[config.mk]
export PLATFORM = sky130hd
export DESIGN_NAME = mole_game_fsm
export DESIGN_NICKNAME = d
export VERILOG_FILES = /design/src/rtl/mole_game_fsm.sv
export SDC_FILE = /design/constraint.sdc
export NUM_CORES = 1
export LEC_CHECK = 0
export ABC_AREA = 1
export BUFFER_PORTS_ARGS = -buffer_cell sky130_fd_sc_hd__buf_2
export CORE_ASPECT_RATIO = 1.1
export CORE_MARGIN = 3
export CORE_UTILIZATION = 45
export CTS_CLUSTER_DIAMETER = 100
export CTS_CLUSTER_SIZE = 12
export DETAILED_ROUTE_END_ITERATION = 10
export GPL_TIMING_DRIVEN = 0
export PLACE_DENSITY = 0.74
export SETUP_SLACK_MARGIN = 0.5
export SLEW_MARGIN = 15
export SYNTH_ARGS = -nofsm -noshare
export SYNTH_HDL_FRONTEND = slang
export SYNTH_SLANG_ARGS = --single-unit
[constraint.sdc]
create_clock -name clk_in -period 1.4 [get_ports clk_in]
set_input_delay 0.28 -clock clk_in [delete_from_list [all_inputs] [get_ports clk_in]]
set_output_delay 0.28 -clock clk_in [all_outputs]
set_load 0.05 [all_outputs]
[src/rtl/mole_game_fsm.sv]
// Whack-a-mole game control: conditions the raw inputs, picks a pseudo-random
// mole each round and judges button presses, keeping score, lives and status.
module mole_game_fsm #(
  parameter int unsigned N_MOLES   = 4,
  parameter int unsigned UP_STEPS  = 2,
  parameter int unsigned LIVES     = 3,
  parameter logic [7:0]  LFSR_SEED = 8'hA5
) (
  input  logic               clk_in,
  input  logic               rst,
  input  logic               step_clk,
  input  logic               start,
  input  logic [N_MOLES-1:0] btn,
  output logic [N_MOLES-1:0] led,
  output logic [7:0]         score,
  output logic [1:0]         lives,
  output logic               active,
  output logic               game_over
);

  localparam int unsigned IDX_W = (N_MOLES > 1) ? $clog2(N_MOLES) : 1;
  localparam int unsigned CNT_W = 4;

  typedef enum logic [2:0] {S_IDLE, S_GAP, S_PICK, S_UP, S_OVER} state_t;

  state_t             state;
  logic [2:0]         step_s;
  logic [2:0]         start_s;
  logic [N_MOLES-1:0] btn_s1;
  logic [N_MOLES-1:0] btn_s2;
  logic [N_MOLES-1:0] btn_s3;
  logic               step_ev;
  logic               start_ev;
  logic [N_MOLES-1:0] press;
  logic [7:0]         lfsr;
  logic [IDX_W-1:0]   prev_idx;
  logic [CNT_W-1:0]   up_cnt;

  logic [IDX_W-1:0]   raw_idx;
  logic [IDX_W-1:0]   pick_idx;
  logic [N_MOLES-1:0] pick_mask;
  logic [N_MOLES-1:0] mole_mask;
  logic               wrong;
  logic               hit;
  logic               timeout;

  // Two-flop synchronizers followed by registered edge detectors.
  always_ff @(posedge clk_in) begin
    if (rst) begin
      step_s   <= '0;
      start_s  <= '0;
      btn_s1   <= '0;
      btn_s2   <= '0;
      btn_s3   <= '0;
      step_ev  <= 1'b0;
      start_ev <= 1'b0;
      press    <= '0;
    end else begin
      step_s   <= {step_s[1:0], step_clk};
      start_s  <= {start_s[1:0], start};
      btn_s1   <= btn;
      btn_s2   <= btn_s1;
      btn_s3   <= btn_s2;
      step_ev  <= step_s[1] ^ step_s[2];
      start_ev <= start_s[1] & ~start_s[2];
      press    <= btn_s2 & ~btn_s3;
    end
  end

  // Free-running Fibonacci LFSR, x^8+x^6+x^5+x^4+1.
  always_ff @(posedge clk_in) begin
    if (rst) begin
      lfsr <= LFSR_SEED;
    end else begin
      lfsr <= {lfsr[6:0], lfsr[7] ^ lfsr[5] ^ lfsr[4] ^ lfsr[3]};
    end
  end

  // Mole selection (never repeats the previous mole) and press judging terms.
  always_comb begin
    raw_idx   = lfsr[IDX_W-1:0];
    pick_idx  = (raw_idx == prev_idx) ? raw_idx + IDX_W'(1) : raw_idx;
    pick_mask = N_MOLES'(1) << pick_idx;
    mole_mask = N_MOLES'(1) << prev_idx;
    wrong     = |(press & ~mole_mask);
    hit       = |(press & mole_mask);
    timeout   = step_ev && (up_cnt == CNT_W'(UP_STEPS - 1));
  end

  // Game state machine with registered outputs.
  always_ff @(posedge clk_in) begin
    if (rst) begin
      state     <= S_IDLE;
      led       <= '0;
      score     <= '0;
      lives     <= '0;
      active    <= 1'b0;
      game_over <= 1'b0;
      prev_idx  <= '0;
      up_cnt    <= '0;
    end else begin
      case (state)
        S_IDLE, S_OVER: begin
          if (start_ev) begin
            score     <= '0;
            lives     <= 2'(LIVES);
            prev_idx  <= '0;
            led       <= '0;
            active    <= 1'b1;
            game_over <= 1'b0;
            state     <= S_GAP;
          end
        end
        S_GAP: begin
          if (step_ev) state <= S_PICK;
        end
        S_PICK: begin
          prev_idx <= pick_idx;
          up_cnt   <= '0;
          led      <= pick_mask;
          state    <= S_UP;
        end
        S_UP: begin
          if (wrong || (!hit && timeout)) begin
            lives <= lives - 2'd1;
            if (lives == 2'd1) begin
              led       <= '1;
              active    <= 1'b0;
              game_over <= 1'b1;
              state     <= S_OVER;
            end else begin
              led   <= '0;
              state <= S_GAP;
            end
          end else if (hit) begin
            if (score != 8'hFF) score <= score + 8'd1;
            led   <= '0;
            state <= S_GAP;
          end else if (step_ev) begin
            up_cnt <= up_cnt + CNT_W'(1);
          end
        end
        default: state <= S_IDLE;
      endcase
    end
  end

endmodule

==> results by group <==
Outcome
  – Outcome: finished with violations
  – Failing checks: negative setup slack

STA
  – Fin crit share: 119%
  – Least-Margin Pin Slew: 0.584 ns
  – Final hold vios: 0
  – Slew margin rel.: 61.1%
  – Max Slew Vio Count: 0
  – Worst Slack Setup Final: -0.264 ns
  – Clk_skew: 0.00934 ns
  – Fmax achieved: 0.601 GHz
  – Final TNS setup: -3.84 ns
  – Setup violations, final: 24
  – Post-layout min period: 1.66 ns
  – Unrepaired setup endpoints after global routing: true

Floorplan
  – I/O pin cnt: 24
  – CORE AREA: 0.00510 sq mm
  – Die height: 82.8 um
  – Die span in x: 75.8 um
  – Site Rows: 27
  – Die ar.: 0.00627 sq mm
  – Initial Util: 47.3%

Layout
  – Share of cells above drive strength 1: 44.0%
  – Design area: 0.00350 sq mm
  – Final Util: 68.7%
  – Antenna fix cells: 0
  – Area growth from synthesis to layout: 45.4%
  – Final net count: 382

Critical path
  – Crit start category: flop
  – Setup crit end kind: flop
  – WP buf/inv: 3
  – Critical-path maximum fanout: 10
  – Worst EP required: 1.66 ns
  – Worst setup path class: reg -> reg
  – Worst r2r src: prev_idx[1]
  – CP Data Arrival Time: 1.93 ns
  – Crit path max-delay family: simple AND/OR/NAND/NOR gates
  – CP Cell Sequence: buf_6 > buf_6 > o21ai_2 > nand2_2 > nor2_4 > nand2_4 > nand2_4 > buf_8 > nand4_1 > a21oi_1
  – CP max stage cell: dfxtp_2
  – Max stage delay on crit path: 0.32 ns
  – Worst Setup SP: prev_idx[1]

Routing
  – DRC viols: 0
  – TritonRoute pass-1 iters: 4
  – Via count: 2233
  – Final WL: 5.88 mm
  – Routed len/inst: 13.2 um
  – Via density per instance: 5.02
  – Initial drt markers: 170
  – Antenna Nets Post-Route: 0

Synthesis
  – Simple-Gate Fraction of Synth Area: 27.7%
  – Mux contribution to synthesized area: 0%
  – Post-synth top area share: 47.3%
  – Synth area leaders: dfxtp_1 (47%), nand2_1 (7.9%), inv_1 (6.5%), nor2_1 (6.2%), a21oi_1 (4.8%)
  – Synth Area per Inst: 7.73 sq um
  – Async SR Flop Fraction: 0%
  – Xor-xnor portion of the synthesized cell area: 2.54%
  – Cell taking the most area after synthesis: dfxtp_1
  – Register area share after synthesis: 47.3%
  – Largest family of logic cells by synthesized area: simple AND/OR/NAND/NOR gates
  – Cell Area, Synth: 0.00241 sq mm
  – Syn nets: 324
  – Synth Area in Compound Gates: 9.81%
  – Adder-cell area share of the yosys netlist: 2.08%
  – Post-synth top flop: dfxtp_1
  – Ys Warns: 0
  – Synthesis-stage register bit count: 57
  – Number of enable flip-flop cells after synthesis: 0
  – Cells after synthesis: 312
  – Yosys cell types: 32

Pwr
  – Internal Power: 0.00273 W
  – Leak pwr: 1.47 nW
  – Power share of the sequential group: 47.6%
  – PD cells: 1050 mW/mm^2
  – Maximum VDD drop: 0.000724 V
  – Switch Pwr: 0.000965 W
  – Switching Share: 26.1%
  – Combinational Power Share: 12.4%
  – Clock share of power: 40.0%

GRT
  – First-pass GRT wire length: 8.90 mm
  – GRT overflow: 0
  – Number of global-route vias before repair: 2044
  – Pin count of the biggest net entering global routing: 11
  – GRT Total Usage: 19.1%
  – Antenna violations before repair: 0

Place
  – Routability cong.: 0.801
  – Placed wire-length estimate: 3.23 mm
  – IO buf count: 22
  – Cell area after placement: 0.00277 sq mm
  – Dpl ws: -0.199 ns

CTS
  – CTS Buffer Depth: 2
  – Inserted Clock Buffers: 9
  – # H-tree levels: 3
  – Clock root buffer: clkbuf_8
  – Skew-Pair Late Insertion Delay: 0.34 ns
  – Clock transition at path regs: 0.07 ns
  – TritonCTS clock tree: yes
  – CTS sink cnt: 57

Job
  – Max cap viols: 0

Worst hold path
  – Hold Path Class: in -> reg
  – Hold wc startpoint: btn[1]
## worst min-delay path, delay by kind of cell
kind / cells / cell delay, ns
buf+inv: 2 / 0.10
simple gates: 1 / 0.06
## cells in the mapped netlist (3+ instances only)
master    number
nor2_1        40
xor2_1         4
nand3_1       23
nand4_1        3
inv_2          3
nand2_2        6
o21ai_0        9
clkbuf_1       5
a21oi_1       23
nand2_1       51
or2_2          6
ha_1           4
buf_6          5
xnor2_1        3
inv_1         42
nor3_1         7
o21ai_1        3
dfxtp_1       57
## layout by cell type, fill, tap and decap left out, types with 2 or more instances in the layout
cell type / n
a21oi_1: 12
a21oi_2: 11
a31oi_1: 2
buf_2: 6
buf_4: 21
buf_6: 10
buf_8: 17
clkbuf_1: 3
clkbuf_8: 12
clkinv_2: 3
dfxtp_1: 37
dfxtp_2: 14
dfxtp_4: 6
ha_1: 3
inv_1: 37
inv_2: 4
inv_4: 3
nand2_1: 37
nand2_2: 14
nand2_4: 6
nand3_1: 17
nand3_2: 7
nand4_1: 3
nor2_1: 36
nor2_4: 6
nor3_1: 6
nor3b_1: 2
o21ai_0: 3
o21ai_2: 8
or2_2: 3
or2_4: 3
xnor2_1: 2
xor2_1: 4
## worst paths after layout
| kind | end | slack (ns) | depth (start not counted) |
|---|---|---|---|
| max | up_cnt[2] | -0.26 | 10 |
| min | btn_s1[1] | 0.15 | 3 |
| max reg2reg | up_cnt[2] | -0.26 | 10 |
| min reg2reg | press[0] | 0.39 | 1 |
## flip-flops by register name, summed over array words and instances (netlist names)
| register | cells |
|---|---|
| step_ev | 1 |
| score | 8 |
| step_s | 3 |
| lfsr | 8 |
| up_cnt | 4 |
| active | 1 |
| led | 4 |
| btn_s2 | 4 |
| prev_idx | 2 |
| btn_s3 | 4 |
| start_ev | 1 |
| state | 3 |
| btn_s1 | 4 |
| press | 4 |
| start_s | 3 |
| game_over | 1 |
| lives | 2 |
## cell families after synthesis
logic type,count (synthesis)
AOI/OAI and AO/OA,42
xor gates and xnor gates,7
adders and majority gates,4
buffers and inverters,57
DFF,57
and+or+nand+nor,145
## power by group through the flow
| stage | clock [W] | combinational, W | sequential (W) |
|---|---|---|---|
| detailed placement | 0 | 0.000348 | 0.00178 |
| global route | 0.00156 | 0.000504 | 0.00176 |
| finish | 0.00148 | 0.000458 | 0.00176 |
| global placement | 0 | 0.000340 | 0.00178 |
| CTS | 0.00150 | 0.000410 | 0.00175 |
| floorplan | 0 | 0.000244 | 0.00181 |
## per-layer routing
layer  share of wire, %  vias up  track usage, %
met5                  0        -               0
met4                1.9        0            12.2
met3                5.0       12            5.66
met2                 52       70            31.0
met1                 42     1053            21.6
li1                   -     1098               -
## stage by stage
stage	power [W]	cells	hold slack [ns]
global placement	0.00212	406	0.379
finish	0.00369	445	0.146
CTS	0.00365	439	0.128
detailed placement	0.00213	406	0.383
global route	0.00383	445	0.145
floorplan	0.00205	312	0.374
## layout make-up
class                   instances  area [sq um]
fillers                       373          1600
multi-input cells             198          1280
flip-flops and latches         57          1180
repair buffers                 47           477
inverters                      45           180
clock buffers                  10           138
plain buffers                  12           118
well taps                      72          90.1
clock inverters                 4          45.0
## timing repair
action,in CTS,in global routing
endpoints found under the setup margin,41,41
setup buffers,17,6
gates resized for setup,80,33
gates cloned,2,0
hold buffers,0,0
pin swaps,18,18
Note: power is estimated with default switching activity, not from simulation.
